==> config.mk <==
export PLATFORM = sky130hd
export DESIGN_NAME = fetch_unit
export DESIGN_NICKNAME = d
export VERILOG_FILES = /design/src/rtl/fetch_unit.sv
export SDC_FILE = /design/constraint.sdc
export NUM_CORES = 1
export LEC_CHECK = 0
export BUFFER_PORTS_ARGS = -buffer_cell sky130_fd_sc_hd__buf_4
export CAP_MARGIN = 20
export CELL_PAD_IN_SITES_DETAIL_PLACEMENT = 1
export CELL_PAD_IN_SITES_GLOBAL_PLACEMENT = 1
export CORE_ASPECT_RATIO = 1.25
export CORE_UTILIZATION = 33
export CTS_CLUSTER_SIZE = 40
export DETAILED_ROUTE_END_ITERATION = 16
export PLACE_DENSITY = 0.73
export RECOVER_POWER = 25
export SETUP_SLACK_MARGIN = 0.15
export SKIP_CTS_REPAIR_TIMING = 1
export SLEW_MARGIN = 20
export SYNTH_ARGS = -nofsm -noshare
export SYNTH_HDL_FRONTEND = slang
export SYNTH_SLANG_ARGS = --single-unit
export TNS_END_PERCENT = 100
==> constraint.sdc <==
create_clock -name clk -period 13.3 [get_ports clk]
set_input_delay 1.33 -clock clk [delete_from_list [all_inputs] [get_ports clk]]
set_output_delay 1.33 -clock clk [all_outputs]
set_load 0.03 [all_outputs]
==> src/rtl/fetch_unit.sv <==
// Instruction-fetch stage: owns the PC and issues in-order imem requests.
// Returned words are buffered in a small queue whose head feeds IF/ID.
module fetch_unit #(
  parameter logic [31:0] RESET_PC = 32'h0000_0000,
  parameter int          QDEPTH   = 2
) (
  input  logic        clk,
  input  logic        rst,
  input  logic        stall,
  input  logic        redirect,
  input  logic [31:0] redirect_pc,
  output logic        imem_req,
  output logic [31:0] imem_addr,
  input  logic        imem_gnt,
  input  logic        imem_rvalid,
  input  logic [31:0] imem_rdata,
  output logic [31:0] instr_out,
  output logic [31:0] pc_plus4_out,
  output logic        instr_valid
);
  localparam int          PW = $clog2(QDEPTH);
  localparam int          CW = $clog2(QDEPTH + 1);
  localparam logic [CW:0] QD = (CW+1)'(QDEPTH);

  localparam logic [0:0] FETCH = 1'b0;
  localparam logic [0:0] DRAIN = 1'b1;

  logic [0:0]              state;
  logic [31:0]             pc, resp_pc, tgt_pc;
  logic [CW-1:0]           occ, out_cnt, drop_cnt, drop_nxt;
  logic [PW-1:0]           rd_ptr, wr_ptr;
  logic [QDEPTH-1:0][31:0] q_instr, q_tag;
  logic                    fire, push, pop;
  logic [CW:0]             credit;
  logic                    unused;

  assign unused = ^redirect_pc[1:0];
  assign tgt_pc = {redirect_pc[31:2], 2'b00};

  assign instr_valid  = (occ != '0);
  assign instr_out    = instr_valid ? q_instr[rd_ptr] : 32'h0;
  assign pc_plus4_out = instr_valid ? q_tag[rd_ptr]   : 32'h0;

  assign pop  = instr_valid && !stall && !redirect;
  assign push = (state == FETCH) && (drop_cnt == '0) && imem_rvalid && !redirect;

  // A head leaving this cycle frees its slot before any new response can
  // land, so counting it keeps single-cycle memory at one instr per cycle.
  assign credit   = {1'b0, occ} + {1'b0, out_cnt} - {{CW{1'b0}}, pop};
  assign imem_req = !rst && (state == FETCH) && !redirect && (credit < QD);
  assign imem_addr = pc;
  assign fire     = imem_req && imem_gnt;

  // Requests still in flight after a redirect edge in FETCH.
  assign drop_nxt = out_cnt + CW'(fire) - CW'(imem_rvalid && state == FETCH);

  always_ff @(posedge clk or posedge rst) begin
    if (rst) begin
      state    <= FETCH;
      pc       <= RESET_PC;
      resp_pc  <= RESET_PC;
      occ      <= '0;
      out_cnt  <= '0;
      drop_cnt <= '0;
      rd_ptr   <= '0;
      wr_ptr   <= '0;
    end else if (redirect) begin
      pc      <= tgt_pc;
      resp_pc <= tgt_pc;
      occ     <= '0;
      out_cnt <= '0;
      rd_ptr  <= '0;
      wr_ptr  <= '0;
      if (state == FETCH) begin
        drop_cnt <= drop_nxt;
        state    <= (drop_nxt != '0) ? DRAIN : FETCH;
      end else begin
        drop_cnt <= drop_cnt - CW'(imem_rvalid);
        if (imem_rvalid && drop_cnt == CW'(1)) state <= FETCH;
      end
    end else begin
      if (fire) pc <= pc + 32'd4;
      if (push) begin
        resp_pc <= resp_pc + 32'd4;
        wr_ptr  <= wr_ptr + PW'(1);
      end
      if (pop) rd_ptr <= rd_ptr + PW'(1);
      occ     <= occ + CW'(push) - CW'(pop);
      out_cnt <= out_cnt + CW'(fire) - CW'(push);
      if (state == DRAIN && imem_rvalid) begin
        drop_cnt <= drop_cnt - CW'(1);
        if (drop_cnt == CW'(1)) state <= FETCH;
      end
    end
  end

  // Responses arrive in request order within a path, so each tag is simply
  // the next sequential PC+4 after the last accepted word.
  always_ff @(posedge clk) begin
    if (push) begin
      q_instr[wr_ptr] <= imem_rdata;
      q_tag[wr_ptr]   <= resp_pc + 32'd4;
    end
  end
endmodule

# Word level (Yosys, flattened, before mapping)
# Index checks and enable logic that the tools add are counted.
totals:
  register_bits: 201
  inputBits: 70
  elab_cells: 85
op_classes:
  addsub: 13
  magnitude_cmp: 4
  n_eq_ne: 1
  n_mux: 29
  bitwise_logic: 1
  n_reduce_logical: 25
ops:
  columns: ["cell", "n"]
  rows:
  - ["two-way mux 32 bit", 11]
  - ["bitwise mux 64 bit", 2]
  - ["adder 32 x 3 -> 32 bit, second input constant", 2]
  - ["demux 32 bit (select 1 bit)", 1]
  - ["nonzero test 2 bit", 7]
  - ["logical AND 1 bit", 13]
  - ["two-way mux 1 bit", 10]
  - ["two-way mux 2 bit", 5]
  - ["subtractor 2 x 1 -> 2 bit", 4]
  - ["adder 2 x 1 -> 2 bit", 2]
  - ["less-than comparator 1 x 2 -> 1 bit, second input constant", 2]
  - ["adder 2 x 2 -> 3 bit", 1]
  - ["zero test 1 bit", 3]
  - ["less-than comparator 3 x 2 -> 1 bit, second input constant", 1]
  - ["subtractor 3 x 1 -> 3 bit", 1]
  - ["adder 1 bit, second input constant", 2]
  - ["equality test 2 x 1 -> 1 bit, second input constant", 1]
  - ["zero test 2 bit", 1]
  - ["AND reduction 2 bit", 1]
  - ["subtractor 2 x 1 -> 2 bit, second input constant", 1]
  - ["greater-or-equal comparator 1 bit, second input constant", 1]
  - ["NOT 1 bit", 1]

# Depth between registers and ports, before layout
# Gate-level depths: netlist (run 1).
depth:
  word_depth: 13
  mapped_depth: 17

# Worst setup path after synthesis (run 1)
# Ideal clock, no wire load.
synth_path:
  path_kind: "input port to output port"
  from: "input port redirect"
  to: "output port imem_req"
  arrival_time_ps: 4300
  required_ps: 11970
  setup_slack_ps: 7670
  stages: 9
  path_cell_list: "clkbuf_1 -> clkbuf_1 -> clkbuf_1 -> nor3_1 -> ha_1 -> nand2b_1 -> fa_1 -> xnor2_1 -> nor4_1"
synth_between:
  elab_chain_cells: 5
  elab_cells_between_ends: 6
  cone_classes: "add/sub (1); order compare (1); reduce/logical (4)"
synth_lines:
  columns: ["element", "line", "text"]
  rows:
  - ["start, declared", "10", "input logic redirect,"]
  - ["zero test 1 bit (*)", "44, 50", null]
  - ["logical AND 1 bit", "44", "assign pop = instr_valid && !stall && !redirect;"]
  - ["subtractor 3 x 1 -> 3 bit", "49", "assign credit = {1'b0, occ} + {1'b0, out_cnt} - {{CW{1'b0}}, pop};"]
  - ["less-than comparator 3 x 2 -> 1 bit", "50", "assign imem_req = !rst && (state == FETCH) && !redirect && (credit < QD);"]
  - ["logical AND 1 bit (*)", "50", null]
  - ["end, declared", "12", "output logic imem_req,"]
# Every way passes the cells marked *; elsewhere a longest branch is shown, timed or not.

# Final worst setup path (run 1)
layout_path:
  from: "register occ[1]"
  to: "output port imem_req"
layout_between:
  elab_chain_cells: 6
  elab_cells_between_ends: 7
  cone_classes: "add/sub (2); order compare (1); reduce/logical (4)"
layout_lines:
  columns: ["element", "line", "text"]
  rows:
  - ["start, declared", "30", "logic [CW-1:0] occ, out_cnt, drop_cnt, drop_nxt;"]
  - ["start signal, assigned", "88", "occ <= occ + CW'(push) - CW'(pop);"]
  - ["parallel branches: the longest is 3 deep, another holds adder 2 x 2 -> 3 bit", null, null]
  - ["subtractor 3 x 1 -> 3 bit (*)", "49", null]
  - ["less-than comparator 3 x 2 -> 1 bit (*)", "50", null]
  - ["logical AND 1 bit (*)", "50", null]
# Mark *: on every way between the ends.

==> results of run 1 <==
## critical path, cell delays in order, from the launching register on
cell,delay [ns]
dfrtp_1,0.43
nor2_4,0.11
clkbuf_1,2.13
nor3_1,0.30
ha_1,0.44
nand2b_1,0.15
fa_1,0.39
xnor2_1,0.69
nor4_1,0.14
buf_4,0.21
## layout make-up
| class | instances | area (um^2) |
|---|---|---|
| Inverter | 16 | 60.1 |
| Sequential cell | 193 | 5450 |
| Fill cell | 2893 | 15800 |
| Timing Repair Buffer | 167 | 1220 |
| Multi-Input combinational cell | 503 | 3530 |
| Tap cell | 345 | 432 |
| Clock inverter | 12 | 108 |
| Clock buffer | 20 | 479 |
## layout by cell type (no fill, tap or decap), types with 19 or more instances in the layout
master     count
buf_4        131
edfxtp_1     124
nor2_1        99
dfrtp_1       68
mux2i_1       64
xnor2_1       49
xor2_1        40
nand2_1       37
nand3_1       33
nand4_1       29
clkbuf_4      28
mux2_2        26
clkbuf_16     19
## through the flow
stage | utilization [%] | instances
2_1_floorplan | - | 752
3_3_place_gp | 39.6 | 1224
3_5_place_dp | 39.6 | 1224
4_1_cts | 41.8 | 1256
5_1_grt | 41.7 | 1256
6_report | 41.7 | 1256
## power by group through the flow
stage | registers (mW) | clock network, mW | logic [mW]
finish | 0.742 | 0.507 | 0.391
global route | 0.750 | 0.545 | 0.428
CTS | 0.743 | 0.523 | 0.399
detailed placement | 0.755 | 0 | 0.398
global placement | 0.753 | 0 | 0.388
floorplan | 0.752 | 0 | 0.258
## cells by family (layout without fill, tap and decap cells)
kind of cell | count (synthesis) | in the layout | synth area share [%]
AO/OA/AOI/OAI | 46 | 46 | 3.12
XOR/XNOR | 89 | 89 | 8.48
adder cells (fa/ha/maj) | 13 | 13 | 1.85
buffers and inverters | 56 | 215 | 2.56
flip-flops | 193 | 193 | 59.3
multiplexers | 90 | 90 | 10.2
other | 1 | 4 | 0.0408
AND/OR/NAND/NOR | 261 | 261 | 14.5
## state kept, by name, indices dropped and copies added (netlist names)
register and count:
imem_addr 30, rd_ptr 1, state 1, drop_cnt 2, wr_ptr 1, occ 2
q_instr 64, q_tag 60, resp_pc 30, out_cnt 2
## per-layer routing
metal / vias up / GRT usage, % / wire length (um)
li1: 2951 / - / -
met1: 3058 / 18.8 / 9070
met2: 127 / 28.5 / 11500
met3: 32 / 3.03 / 754
met4: 0 / 6.69 / 567
met5: - / 0 / 0
## worst max path at each step
stage | from | to | slack (ns)
after detailed placement | redirect | imem_req | 8.11
after global routing | occ[1]$_DFF_PP0_ | imem_req | 6.00
after global placement | redirect | imem_req | 8.16
after floorplan | redirect | imem_req | 7.67
after CTS | redirect | imem_req | 8.10
final | occ[1]$_DFF_PP0_ | imem_req | 6.53
==> flow_summary.ini, run 1 <==
[synth]
ys_seq_elements = 193
syn_inst = 749
synth-main-ff-cell = edfxtp_1
synth_cell_type_count = 43
async_reset_ff_share_pct = 35.8
yosysTopAreaCell = edfxtp_1
yosysSeqAreaShare_pct = 59.3
synth_common_cells = edfxtp_1 (124), nor2_1 (101), dfrtp_1 (69), mux2i_1 (64), xnor2_1 (49)
yosys-top-cells-area = edfxtp_1 (41%), dfrtp_1 (19%), mux2i_1 (7.0%)
yosysWarnings = 0
syn_area_per_cell_um2 = 12.3
yosysMostFrequentCell = edfxtp_1
synth_area_mm2 = 0.00919
synth_edf_count = 124
synth_top_area_share_pct = 40.5

[pwr]
p_seq_share_pct = 45.2
powerDensity_mw_per_mm2 = 145
swShare_pct = 32.1
p_clk_share_pct = 30.9
switching_power_mw = 0.526
p_leak_nw = 4.17
p_int_mw = 1.11
peakVddDrop_mv = 0.0888
p_comb_share_pct = 23.9
power_mw = 1.64

[sta]
slew_viol_final = 128
slew_headroom_pct = -123
worst_slack_ns = 6.53
min_period_ns = 6.77
fin_crit_sh_pct = 50.9
fin_setup_tns_ns = 0
rsz0062_at_grt = no
finalHoldViolations = 0
clock.fmax_mhz = 148
finalSetupViolCount = 0
tightest_slew_ns = 3.35
skew_ns = 0.0142
hold_ws_ns = 0.609

[die]
initial_core_util_pct = 33.9
core_mm2 = 0.0271
die_y_um = 189
std_cell_rows = 67
pin_count = 168
fp.dieArea_mm2 = 0.0285
fp.dieW_um = 151

[layout]
n_antenna_cell = 0
postLayoutCellArea_mm2 = 0.0113
fin_nets = 981
area.growth.synth_to_final_pct = 22.8
drive_gt1_share_pct = 25.8

[critical_path]
r2r_start = occ[1]$_DFF_PP0_
critical_path.max_fanout = 66
startpoint_type = flip-flop
r2r_slack_ns = 7.15
r2r-end = drop_cnt[1]$_DFFE_PP0P_
worstSetupPathType = reg2out
worstRegToRegCells = 15
cp-end-kind = output pin
crit_arrival_ns = 5.44
worstPathRequired_ns = 11.97

[worst_hold_path]
whs_endpoint = imem_addr[31]$_DFFE_PP0P_
hold_depth = 2
worstHoldStart = imem_addr[31]$_DFFE_PP0P_
min_path_type = reg2reg

[placed_design]
gp_congestion = 0.849
dpl_cell_area_mm2 = 0.0107
dp_hpwl_um = 15800
io_buffers = 161
dp_slack_ns = 8.11

[clocking]
numClockSinks = 193
clockBufferDepth = 2
clock_latency_ns = 0.44
cts_buffers = 17
clkTransAtPathRegs_ns = 0.08
cts_root_buffer = clkbuf_16
cts_tree = yes
htree_num_levels = 4

[detailed_routing]
wl_per_cell_um = 17.4
wl_um = 21900
vias_per_cell = 4.91
drc = 0
drtAntennaViolNets = 0
via_count = 6168
drtPass1Iterations = 4
drt_iter0_drc = 177

[global_routing]
grt_first_pass_wirelength_um = 34700
grt_pass1_vias = 6471
grt_max_degree = 68
gr-usage-all-layers_pct = 16.1
antenna_found_initial = 0
grt_remaining_overflow = 0

[outcome]
status = finished, violations left
violations = max-capacitance violations, max-slew violations

[run]
maxCapViolations = 2
(Power assumes the default switching activity.)
==> run 2: changes to the inputs <==
- PLACE_DENSITY: 0.73 -> 0.75
- clock period: 13.3 -> 5.65 ns (I/O delays scaled with it)
==> flow_summary.ini, run 2 (same netlist as run 1, synthesis figures left out) <==
[outcome]
status = finished, violations left
violations = max-capacitance violations, max-slew violations

[placed_design]
io_buffers = 161
dp_hpwl_um = 16100
dpl_cell_area_mm2 = 0.0107
gp_congestion = 0.846

[critical_path]
startpoint_type = input pin
r2r_start = occ[1]$_DFF_PP0_
worstRegToRegCells = 14
worstSetupPathType = in2async
critical_path.max_fanout = 60
r2r_slack_ns = 1.96
worstPathRequired_ns = 5.42
cp-end-kind = async pin
r2r-end = drop_cnt[1]$_DFFE_PP0P_
crit_arrival_ns = 3.47

[layout]
fin_nets = 981
final_common_cell = buf_4
postLayoutCellArea_mm2 = 0.0113
regMostFlops = q_instr
area.growth.synth_to_final_pct = 22.7
reg_top3 = q_instr x64, q_tag x60
n_antenna_cell = 0
drive_gt1_share_pct = 25.8
largest_reg_flops = 64
layout_common_cells = buf_4 (133), edfxtp_1 (124), nor2_1 (99), dfrtp_1 (68), mux2i_1 (64)

[detailed_routing]
via_count = 6136
vias_per_cell = 4.89
wl_um = 22200
drc = 0
drtPass1Iterations = 4
drt_iter0_drc = 223
wl_per_cell_um = 17.7
drtAntennaViolNets = 0

[sta]
finalHoldViolations = 0
tightest_slew_ns = 3.41
rsz0062_at_grt = no
slew_viol_final = 61
min_period_ns = 3.70
fin_crit_sh_pct = 65.4
skew_ns = 0.0140
clock.fmax_mhz = 271
finalSetupViolCount = 0
fin_setup_tns_ns = 0
slew_headroom_pct = -127

[global_routing]
grt_max_degree = 67
antenna_found_initial = 0
grt_pass1_vias = 6544
gr-usage-all-layers_pct = 16.2
grt_remaining_overflow = 0
grt_first_pass_wirelength_um = 35000

[clocking]
cts_tree = yes
htree_num_levels = 4
clockBufferDepth = 2
cts_root_buffer = clkbuf_16
clkTransAtPathRegs_ns = 0.07
cts_buffers = 17
clock_latency_ns = 0.44
numClockSinks = 193

[die]
initial_core_util_pct = 33.9
fp.dieW_um = 151
pin_count = 168
std_cell_rows = 67
fp.dieArea_mm2 = 0.0285
die_y_um = 189
core_mm2 = 0.0271

[run]
maxCapViolations = 1

[pwr]
p_leak_nw = 4.16
power_mw = 3.85
peakVddDrop_mv = 0.188
powerDensity_mw_per_mm2 = 341

[worst_hold_path]
min_path_type = in2async
run 2: per-layer routing:
metal  global-route usage, %  vias up  routed length (um)
met4                    6.23        0                 556
met5                       0        -                   0
met2                    29.0      123               11800
met1                    18.8     3030                9120
li1                        -     2953                   -
met3                    2.78       30                 772
run 2: layout make-up:
cell class / instances / area (um^2)
timing repair buffer: 167 / 1220
fill: 2890 / 15800
clock inverter: 14 / 143
multi-input combinational: 503 / 3530
inverter: 16 / 60.1
clock buffer: 18 / 439
sequential: 193 / 5450
tap: 345 / 432
run 2: power by group:
group / leakage, nW / switching (mW) / total, mW / internal, mW
sequential: 1.92 / 0.120 / 1.75 / 1.63
clock: 0.288 / 0.586 / 1.19 / 0.602
combinational: 1.95 / 0.560 / 0.913 / 0.353
run 2: critical path, cell delays in order:
cell and delay (ns):
clkbuf_1 0.11, inv_1 0.31, clkbuf_1 2.42
run 2: worst max-delay path by stage:
stage	end	from	depth (start not counted)	slack (ns)
after detailed placement	drop_cnt[1]$_DFFE_PP0P_	redirect	14	1.57
after global routing	resp_pc[19]$_DFFE_PP0N_	rst	3	1.29
after floorplan	drop_cnt[1]$_DFFE_PP0P_	redirect	17	1.38
after CTS	drop_cnt[1]$_DFFE_PP0P_	occ[1]$_DFF_PP0_	14	1.91
final	resp_pc[19]$_DFFE_PP0N_	rst	3	1.95
after global placement	drop_cnt[1]$_DFFE_PP0P_	redirect	14	1.61
run 2: through the flow:
step,util (%),hold slack [ns],setup WS (ns),cells
floorplan,-,0.524,1.38,752
global placement,39.6,0.522,1.61,1224
detailed placement,39.6,0.522,1.57,1224
CTS,41.8,0.0452,1.91,1256
global route,41.7,0.166,1.29,1256
finish,41.7,0.130,1.95,1256
